$ cat src/rtl/regfile_write_arbiter.sv
// Two-producer writeback arbiter for the 32x64 register file.
// ALU and load unit each feed a small private FIFO; a round-robin
// arbiter drains one head per cycle onto the registered write port.
// Index 0 is the ALU path, index 1 is the load path throughout.

module regfile_write_arbiter_fifo #(
    parameter int DEPTH      = 32,
    parameter int BITS       = 64,
    parameter int FIFO_DEPTH = 2,
    parameter int AW         = $clog2(DEPTH)
) (
    input  logic             clk,
    input  logic             rst_n,
    input  logic             in_valid,
    output logic             in_ready,
    input  logic [AW-1:0]    in_addr,
    input  logic [BITS-1:0]  in_data,
    input  logic             pop,
    output logic [AW-1:0]    head_addr,
    output logic [BITS-1:0]  head_data,
    output logic             nonempty,
    output logic [DEPTH-1:0] pend
);
    localparam int PW = $clog2(FIFO_DEPTH);
    localparam int CW = PW + 1;

    logic [FIFO_DEPTH-1:0][AW-1:0]   addr_mem;
    logic [FIFO_DEPTH-1:0][BITS-1:0] data_mem;
    logic [PW-1:0]                   wr_ptr, rd_ptr;
    logic [CW-1:0]                   count;
    logic                            push;
    logic [PW-1:0]                   offs;

    // Ready comes purely from the registered count, so a full FIFO never
    // accepts even if its head is leaving on the same edge.
    assign in_ready  = (count < CW'(FIFO_DEPTH));
    // Writes to x0 complete the handshake but are dropped here.
    assign push      = in_valid && in_ready && (in_addr != '0);
    assign nonempty  = (count != '0);
    assign head_addr = addr_mem[rd_ptr];
    assign head_data = data_mem[rd_ptr];

    // Entry storage; contents only matter while counted as valid.
    always_ff @(posedge clk) begin
        if (push) begin
            addr_mem[wr_ptr] <= in_addr;
            data_mem[wr_ptr] <= in_data;
        end
    end

    // Circular pointers and occupancy count.
    always_ff @(posedge clk or negedge rst_n) begin
        if (!rst_n) begin
            wr_ptr <= '0;
            rd_ptr <= '0;
            count  <= '0;
        end else begin
            if (push) wr_ptr <= wr_ptr + 1'b1;
            if (pop)  rd_ptr <= rd_ptr + 1'b1;
            case ({push, pop})
                2'b10:   count <= count + 1'b1;
                2'b01:   count <= count - 1'b1;
                default: count <= count;
            endcase
        end
    end

    // One-hot of every live entry's destination; a slot is live when its
    // distance from the read pointer is below the count.
    always_comb begin
        pend = '0;
        offs = '0;
        for (int i = 0; i < FIFO_DEPTH; i++) begin
            offs = PW'(i) - rd_ptr;
            if (CW'(offs) < count) pend[addr_mem[i]] = 1'b1;
        end
    end
endmodule

module regfile_write_arbiter #(
    parameter int DEPTH      = 32,
    parameter int BITS       = 64,
    parameter int FIFO_DEPTH = 2
) (
    input  logic                     clk,
    input  logic                     rst_n,
    input  logic                     alu_valid,
    output logic                     alu_ready,
    input  logic [$clog2(DEPTH)-1:0] alu_addr,
    input  logic [BITS-1:0]          alu_data,
    input  logic                     mem_valid,
    output logic                     mem_ready,
    input  logic [$clog2(DEPTH)-1:0] mem_addr,
    input  logic [BITS-1:0]          mem_data,
    output logic [$clog2(DEPTH)-1:0] addressw,
    output logic [BITS-1:0]          writeData,
    output logic                     writeEn,
    output logic [DEPTH-1:0]         pending,
    output logic                     idle
);
    localparam int AW = $clog2(DEPTH);
    localparam int NR = 2;

    logic [NR-1:0]             req_valid, req_ready, ne, grant;
    logic [NR-1:0][AW-1:0]     req_addr, head_addr;
    logic [NR-1:0][BITS-1:0]   req_data, head_data;
    logic [NR-1:0][DEPTH-1:0]  pend;
    logic                      last_mem;

    assign req_valid = {mem_valid, alu_valid};
    assign req_addr  = {mem_addr, alu_addr};
    assign req_data  = {mem_data, alu_data};
    assign alu_ready = req_ready[0];
    assign mem_ready = req_ready[1];

    for (genvar r = 0; r < NR; r++) begin : g_req
        regfile_write_arbiter_fifo #(
            .DEPTH(DEPTH), .BITS(BITS), .FIFO_DEPTH(FIFO_DEPTH), .AW(AW)
        ) u_fifo (
            .clk       (clk),
            .rst_n     (rst_n),
            .in_valid  (req_valid[r]),
            .in_ready  (req_ready[r]),
            .in_addr   (req_addr[r]),
            .in_data   (req_data[r]),
            .pop       (grant[r]),
            .head_addr (head_addr[r]),
            .head_data (head_data[r]),
            .nonempty  (ne[r]),
            .pend      (pend[r])
        );
    end

    // Round robin: on a tie the side not granted last wins; a lone
    // non-empty side always wins.
    assign grant[0] = ne[0] && (!ne[1] || last_mem);
    assign grant[1] = ne[1] && (!ne[0] || !last_mem);

    // Registered write port plus arbiter history. last_mem resets high so
    // the ALU takes the first tie.
    always_ff @(posedge clk or negedge rst_n) begin
        if (!rst_n) begin
            addressw  <= '0;
            writeData <= '0;
            writeEn   <= 1'b0;
            last_mem  <= 1'b1;
        end else begin
            writeEn <= |grant;
            if (|grant) begin
                last_mem  <= grant[1];
                addressw  <= grant[1] ? head_addr[1] : head_addr[0];
                writeData <= grant[1] ? head_data[1] : head_data[0];
            end
        end
    end

    // Hazard vector: queued entries plus the in-flight write port.
    always_comb begin
        pending = pend[0] | pend[1];
        if (writeEn) pending[addressw] = 1'b1;
        pending[0] = 1'b0;
    end

    assign idle = !ne[0] && !ne[1] && !writeEn;
endmodule

$ cat config.mk
export PLATFORM = sky130hd
export DESIGN_NAME = regfile_write_arbiter
export DESIGN_NICKNAME = d
export VERILOG_FILES = /design/src/rtl/regfile_write_arbiter.sv
export SDC_FILE = /design/constraint.sdc
export NUM_CORES = 1
export LEC_CHECK = 0
export ABC_AREA = 1
export BUFFER_PORTS_ARGS = -buffer_cell sky130_fd_sc_hd__buf_2
export CAP_MARGIN = 40
export CELL_PAD_IN_SITES_DETAIL_PLACEMENT = 2
export CELL_PAD_IN_SITES_GLOBAL_PLACEMENT = 2
export CORE_ASPECT_RATIO = 2
export CORE_UTILIZATION = 38
export CTS_CLUSTER_SIZE = 25
export DETAILED_ROUTE_END_ITERATION = 8
export PLACE_DENSITY = 0.87
export SLEW_MARGIN = 15
export SYNTH_ARGS = -nofsm -noshare
export SYNTH_HDL_FRONTEND = slang
export SYNTH_HIERARCHICAL = 1
export SYNTH_SLANG_ARGS = --single-unit
$ cat constraint.sdc
create_clock -name clk -period 11.3 [get_ports clk]
set_input_delay 1.695 -clock clk [delete_from_list [all_inputs] [get_ports clk]]
set_output_delay 1.695 -clock clk [all_outputs]
set_load 0.02 [all_outputs]
==> run summary, run 1 <==
The run finished with clean final reports. The signal on the critical path passes through buf_12 > inv_2 > nand2_1 > nand2_1 > buf_6 > nand3_1 > o21ai_1 > nor2_1 > nand2_1 > buf_2. The combined buffer and inverter count along the critical path is 4. The power after layout came out at around 0.0057 W. Among the stages of the critical path, the cell type that occurs most often is nand2_1. The number of top-level pins is 247. CTS placed an instance of clkbuf_16 at the clock tree root. The ratio of final minimum period to clock period came out at 0.395. The area growth from synthesis to layout is 18.0%.

The cell family contributing the most delay on the critical path is buffers and inverters. The type of origin of the critical path is a flop. The count of nets after finishing is 2,097. The endpoint arrival time on the critical path came out at roughly 2.8 ns. After clock tree synthesis, the flow added hold-fix buffers numbering 0. Setup repair after global routing left no endpoint under its margin. The largest incremental delay on the critical path is 0.69 ns. The effective utilization at floorplan came out at 0.385.

The placer's final routability congestion estimate came out at around 0.97. The type of the worst setup path is reg2out. Summed over all cells, the static leakage comes to approximately 9 nW. The clock tree skew after final layout came out at about 0.032 ns. The floorplan step defined a die boundary enclosing roughly 43,000 um^2. In this run the cell area of the synthesized design comes to approximately 16,000 um^2. The worst setup path is captured at an output port. The final hold violation count came out at 0. The library cell used most frequently in the layout, excluding fill and tap cells, is nand2_1.

The wire length of the first global-routing pass is ~93 mm. The TritonCTS sink count is roughly 360. The post-synthesis net count is around 1,900.

The DRC violation total after the first TritonRoute iteration is slightly above 500. The slew at the pin closest to its max-slew limit is between 0.8 and 0.9 ns. The via-per-instance ratio came out at ~5.2. From left edge to right edge, the die measures between 100 and 150 um. The worst supply voltage drop on vdd is between 0.1 and 0.15 mV. The placeable core area is roughly 42,000 um^2. The number of antenna violations at the first check in global routing is 17. The slowest stage of the critical path belongs to the cell dfrtp_4. The remaining antenna violation count came out at 0. After routing, the total negative slack on setup checks comes to 0 ns. The count of max-cap constraint violations is 0. The largest net degree at the start of global routing is between 70 and 80. The number of H-tree levels is 2.

The number of warnings issued by yosys came out at 6. The maximum buffer depth of the clock tree is 3. In the final routed layout, each cell accounts on average for ~25 um.

The count of cells resized by post-cts repair came out at 0. The final-layout fill cell count came out at 4,539. The fraction of layout cells with a size suffix above 1 came out at 0.186. The per-instance average area after synthesis came out at 9.31 um^2.

The area of the multi-input gates is about 5000 um^2. In this run the worst hold path is classified as reg2reg. TritonCTS built the clock tree. In this run the tool buffered the top-level ports with 245 buffer cells. The number of design rule violations left after detail routing came out at 0. The setup violation total in the final timing report came out at 0. The number of global-route vias before repair came out at ~15,000. The total congestion overflow came out at 0.

Derived from the worst setup path, the maximum achievable clock frequency is 224 MHz. The pre-antenna-repair detailed-routing pass consisted of 4 iterations. The top cell types in the final layout, fill and taps aside, are nand2_1, edfxtp_1, buf_2. In the global route stage, overall resource usage came out at 0.292. The final-report max-slew violation count is 0. The number of setup buffers added after CTS is 0. The clock insertion delay at the later pin of the skew report is around 0.53 ns. The clock period could shrink to approximately 4.5 ns. The CTS buffer count is 34. Detailed placement finished with a half-perimeter wire length of 43.4 mm. The area taken by flip-flops and latches is 10,300 um^2. The number of core rows came out at 106. Of all nets on the critical path, the largest fanout is between 40 and 50. The clock-pin transition on the worst setup and hold timing paths came out at roughly 0.060 ns. The synthesized instance count came out at ~1,700. The wire length reported by the detailed router came out at about 62 mm. The height of the die is 293 um.

Headroom to the max-slew limit came out at 0.432. STA puts the critical path data required time at around 9.6 ns. The via count is about 13,000. The areal power density over the cells is between 200 and 300 nW/um^2.
## power breakdown
| part | total, W | internal [W] | leakage, nW | switching [W] |
|---|---|---|---|---|
| combinational | 0.00253 | 0.000670 | 4.77 | 0.00186 |
| clock | 0.00112 | 0.000615 | 0.510 | 0.000501 |
| sequential | 0.00204 | 0.00180 | 3.47 | 0.000238 |
| total | 0.00569 | 0.00309 | 8.75 | 0.00260 |
## per-layer routing
| metal | track usage | up-vias | wire [um] |
|---|---|---|---|
| li1 | - | 6026 | - |
| met1 | 0.280 | 6660 | 20800 |
| met2 | 0.573 | 385 | 35600 |
| met3 | 0.0356 | 157 | 2190 |
| met4 | 0.185 | 10 | 3690 |
| met5 | 0 | - | 63 |
## worst register-to-register path, cell delays in order, from the launching register on
cell	delay (ns)
dfrtp_1	0.44
or2_4	0.15
buf_4	0.40
buf_12	0.30
nand2_8	0.41
nand2_4	0.60
inv_2	0.10
ha_1	0.23
or2_2	0.29
nand3_1	0.08
nand2_1	0.05
nand2_1	0.06
## sequential cells by signal, indices dropped and copies added (netlist names)
| name | cells |
|---|---|
| addressw | 5 |
| g_req.u_fifo/addr_mem | 20 |
| g_req.u_fifo/count | 4 |
| g_req.u_fifo/data_mem | 256 |
| g_req.u_fifo/rd_ptr | 2 |
| g_req.u_fifo/wr_ptr | 2 |
| last_mem | 1 |
| writeData | 64 |
| writeEn | 1 |
## area by class of cell
class	instances	share of cell area
repair buffers	269	0.0818
clock buffers	48	0.0503
well taps	540	0.0356
diodes	11	0.00145
multi-input cells	1180	0.262
flip-flops and latches	355	0.542
inverters	113	0.0225
clock inverters	13	0.00495
## final timing paths
check | start | endpoint | slack, ns | cells after the start
min | writeData[55] | writeData[55] | 0.48 | 2
min reg2reg | writeData[55] | writeData[55] | 0.48 | 2
max | g_req[0].u_fifo/rd_ptr | pending[18] | 6.83 | 10
max in group asynchronous | rst_n | last_mem | 9.26 | 3
max reg2reg | g_req[0].u_fifo/count[0] | g_req[1].u_fifo/count[1] | 8.13 | 11
min in group asynchronous | rst_n | writeData[41] | 1.10 | 1
## per-stage QoR
| stage | std cells | setup WS, ns | util | instance area, um^2 | hold WS (ns) |
|---|---|---|---|---|---|
| floorplan | 1728 | 5.99 | - | 16100 | 0.442 |
| global placement | 2443 | 6.93 | 0.422 | 17600 | 0.453 |
| detailed placement | 2456 | 7.30 | 0.428 | 17900 | 0.468 |
| CTS | 2517 | 6.78 | 0.453 | 18900 | 0.484 |
| global route | 2528 | 6.58 | 0.454 | 19000 | 0.499 |
| finish | 2529 | 6.83 | 0.454 | 19000 | 0.481 |
(Power assumes the default switching activity.)
==> run 2: changes to the inputs <==
--- a/config.mk
+++ b/config.mk
@@ -5,16 +5,16 @@
 export SDC_FILE = /design/constraint.sdc
 export NUM_CORES = 1
 export LEC_CHECK = 0
-export ABC_AREA = 1
+export ABC_AREA = 0
 export BUFFER_PORTS_ARGS = -buffer_cell sky130_fd_sc_hd__buf_2
 export CAP_MARGIN = 40
 export CELL_PAD_IN_SITES_DETAIL_PLACEMENT = 2
 export CELL_PAD_IN_SITES_GLOBAL_PLACEMENT = 2
 export CORE_ASPECT_RATIO = 2
-export CORE_UTILIZATION = 38
+export CORE_UTILIZATION = 40
 export CTS_CLUSTER_SIZE = 25
 export DETAILED_ROUTE_END_ITERATION = 8
-export PLACE_DENSITY = 0.87
+export PLACE_DENSITY = 0.82
 export SLEW_MARGIN = 15
 export SYNTH_ARGS = -nofsm -noshare
 export SYNTH_HDL_FRONTEND = slang
==> constraint.sdc (replaced) <==
create_clock -name clk -period 4.5 [get_ports clk]
set_input_delay 0.675 -clock clk [delete_from_list [all_inputs] [get_ports clk]]
set_output_delay 0.675 -clock clk [all_outputs]
set_load 0.02 [all_outputs]
==> run 2 against run 1 <==
Die area fell by 9.1%. Clock-buffer cell count rose by 1. Area after synthesis fell by 4.5%. Worst setup slack got worse by 5.8 ns. Highest routed layer unchanged.
==> run summary, run 2 <==
Outcome: complete, no violations (unchanged). The tightest hold margin is 0.208 ns (was 0.481 ns). The setup violation total in the final timing report came out at 0 (unchanged). The wire length reported by the detailed router is 52.6 mm (was 62.4 mm). The number of flip-flops in the largest register came out at 256 (unchanged). The DRC violation total after the first TritonRoute iteration is 365 (was 508). The total congestion overflow came out at 0 (unchanged). The CTS root buffer is clkbuf_16 (unchanged). The count of cells resized by post-cts repair is 0 (unchanged). The area of the mapped netlist is 15,400 um^2 (was 16,100 um^2).

The per-instance average area after synthesis came to 14.4 um^2 (was 9.31 um^2). The placeable core area came out at 37,900 um^2 (was 41,800 um^2). The endpoint kind of the worst setup timing path is an output port (unchanged). The largest net degree at the start of global routing came out at 79 (was 71). The type of the tightest min-delay check is in2async (was reg2reg).

The via count is 10,559 (was 13,238). The worst supply voltage drop on vdd came out at 0.479 mV (was 0.142 mV). The post-placement cell count came out at 1,723 (was 2,456).

The height of the die is 279 um (was 293 um). The static leakage came to 6.65 nW (was 8.75 nW). The slew at the pin closest to its max-slew limit is 0.866 ns (was 0.851 ns). The post-layout utilization of the core is 0.481 (was 0.454). The clock insertion delay at the later pin of the skew report is 0.52 ns (was 0.53 ns). The count of nets after finishing is 1,441 (was 2,097).

The TritonCTS sink count is 355 (unchanged). The number of design rule violations left after detail routing was 0 (unchanged). The area growth from synthesis to layout is 18.8% (was 18.0%). The register with the highest flop count is g_req.u_fifo/data_mem (unchanged). The number of core rows is 101 (was 106).

The detailed-route wire length per cell came to 29.3 um (was 24.7 um). The CTS tree is done (unchanged). The maximum net fanout on the critical path is 22 (was 46).

The maximum buffer depth of the clock tree is 3 (unchanged). The placer's final routability congestion estimate was 0.983 (was 0.966). The highest clock frequency the design can meet is between 200 and 300 MHz. The final-report max-slew violation count came out at 0 (unchanged).

The number of non-filler instances in the completed layout is 1,798 (was 2,529). The wire length of the first global-routing pass is 76.6 mm (was 92.8 mm). The effective utilization at floorplan is 0.405 (was 0.385). The endpoint arrival time on the critical path came out at 2.82 ns (was 2.77 ns).

The clock-pin transition on the worst setup and hold timing paths is 0.07 ns (was 0.06 ns). The count of max-cap constraint violations came out at 0 (unchanged). Largest registers: g_req.u_fifo/data_mem x256, writeData x64, g_req.u_fifo/addr_mem x20 (unchanged).

The die extent in x came out at 141 um (was 147 um). The sum of net half-perimeters after detailed placement is 36.6 mm (was 43.4 mm). The worst endpoint required time came out at 3.83 ns (was 9.61 ns). The type of origin of the critical path was a flop (unchanged). The via-per-instance ratio came out at 5.87 (was 5.23). The fraction of layout cells with a size suffix above 1 came to 0.360 (was 0.186). The most common library cell in the layout ignoring fill and taps was edfxtp_1 (was nand2_1). The number of hold-repair buffers added at the cts stage is 0 (unchanged). The areal power density over the cells is 738 nW/um^2 (was 300 nW/um^2). The post-CTS repair timing setup buffer count is 0 (unchanged). The final hold violation count came out at 0 (unchanged). Setup repair after global routing missed its margin: no (unchanged). The final-layout setup total negative slack came out at 0 ns (unchanged). After layout, the minimum clock period comes to 3.50 ns. The post-synthesis net count came out at 1,209 (was 1,872). The ratio of final minimum period to clock period came out at 0.777. The number of antenna violations at the first check in global routing came out at 18 (was 17). The number of global-route vias before repair came to 11,854 (was 15,377). Highest-count cells in the layout ignoring fill and taps: edfxtp_1, buf_2, mux2_2 (was nand2_1, edfxtp_1, buf_2). The number of warnings issued by yosys is 6 (unchanged). The remaining antenna violation count is 0 (unchanged). The number of iterations in the first detailed-routing pass came to 4 (unchanged). The synthesized instance count came to 1,065 (was 1,728). The number of H-tree levels came out at 2 (unchanged). The number of buffer cells added on primary ports is 245 (unchanged). The clock tree skew after final layout is 0.0264 ns (was 0.0317 ns). The type of the worst setup path was reg2out (unchanged). The die area is 39,200 um^2 (was 43,200 um^2). The overall global routing resource usage came out at 0.268 (was 0.292). The normalized max-slew margin came out at 0.422 (was 0.432). The number of top-level pins came out at 247 (unchanged). The CTS buffer count is 34 (unchanged).
==> run 2: worst max-delay path, cell delays in order (launching register included) <==
cell and delay [ns]:
dfrtp_4 0.62, nor2b_1 0.37, o21ai_1 0.30, o22ai_1 0.59, nor2_1 0.11, o21ai_0 0.10, buf_2 0.20
==> run 2: worst paths after layout <==
check | from | endpoint | slack (ns) | cells past startpoint
worst max register to register | g_req[1].u_fifo/count[1] | writeData[52] | 1.44 | 5
worst min-delay path | rst_n | writeData[10] | 0.21 | 1
worst min register to register | g_req[1].u_fifo/wr_ptr | g_req[1].u_fifo/wr_ptr | 0.57 | 1
worst max-delay path | g_req[1].u_fifo/rd_ptr | pending[13] | 1.00 | 6
max in group asynchronous | rst_n | writeData[2] | 3.20 | 2
min in group clk | alu_data[38] | g_req[0].u_fifo/data_mem[102] | 0.34 | 1
==> run 2: power breakdown <==
part / switching, W / leakage, nW / internal [W]
Sequential: 0.000590 / 3.43 / 0.00448
Combinational: 0.00355 / 2.70 / 0.00201
Clock: 0.00123 / 0.525 / 0.00160
Total: 0.00537 / 6.65 / 0.00810
==> run 2: through the flow <==
step                area, um^2  total power [W]  setup WS (ns)
floorplan                15400          0.00862          0.222
global placement         17000           0.0102           1.51
detailed placement       17100           0.0106           1.43
CTS                      18200           0.0135           1.01
global route             18200           0.0141          0.941
finish                   18200           0.0135           1.00
==> run 2: per-layer routing <==
| layer | part of all wire | GRT usage |
|---|---|---|
| met5 | 0.00078 | 0 |
| met4 | 0.063 | 0.168 |
| met3 | 0.040 | 0.0376 |
| met2 | 0.57 | 0.521 |
| met1 | 0.33 | 0.261 |
==> run 2: layout make-up <==
type                       count  area, um^2
antenna                       14        35.0
timing repair buffer         265        1500
multi-input combinational    636        4760
clock inverter                11         121
inverter                       5        21.3
clock buffer                  49         957
fill                        3696       19700
tap                          463         579
sequential                   355       10300
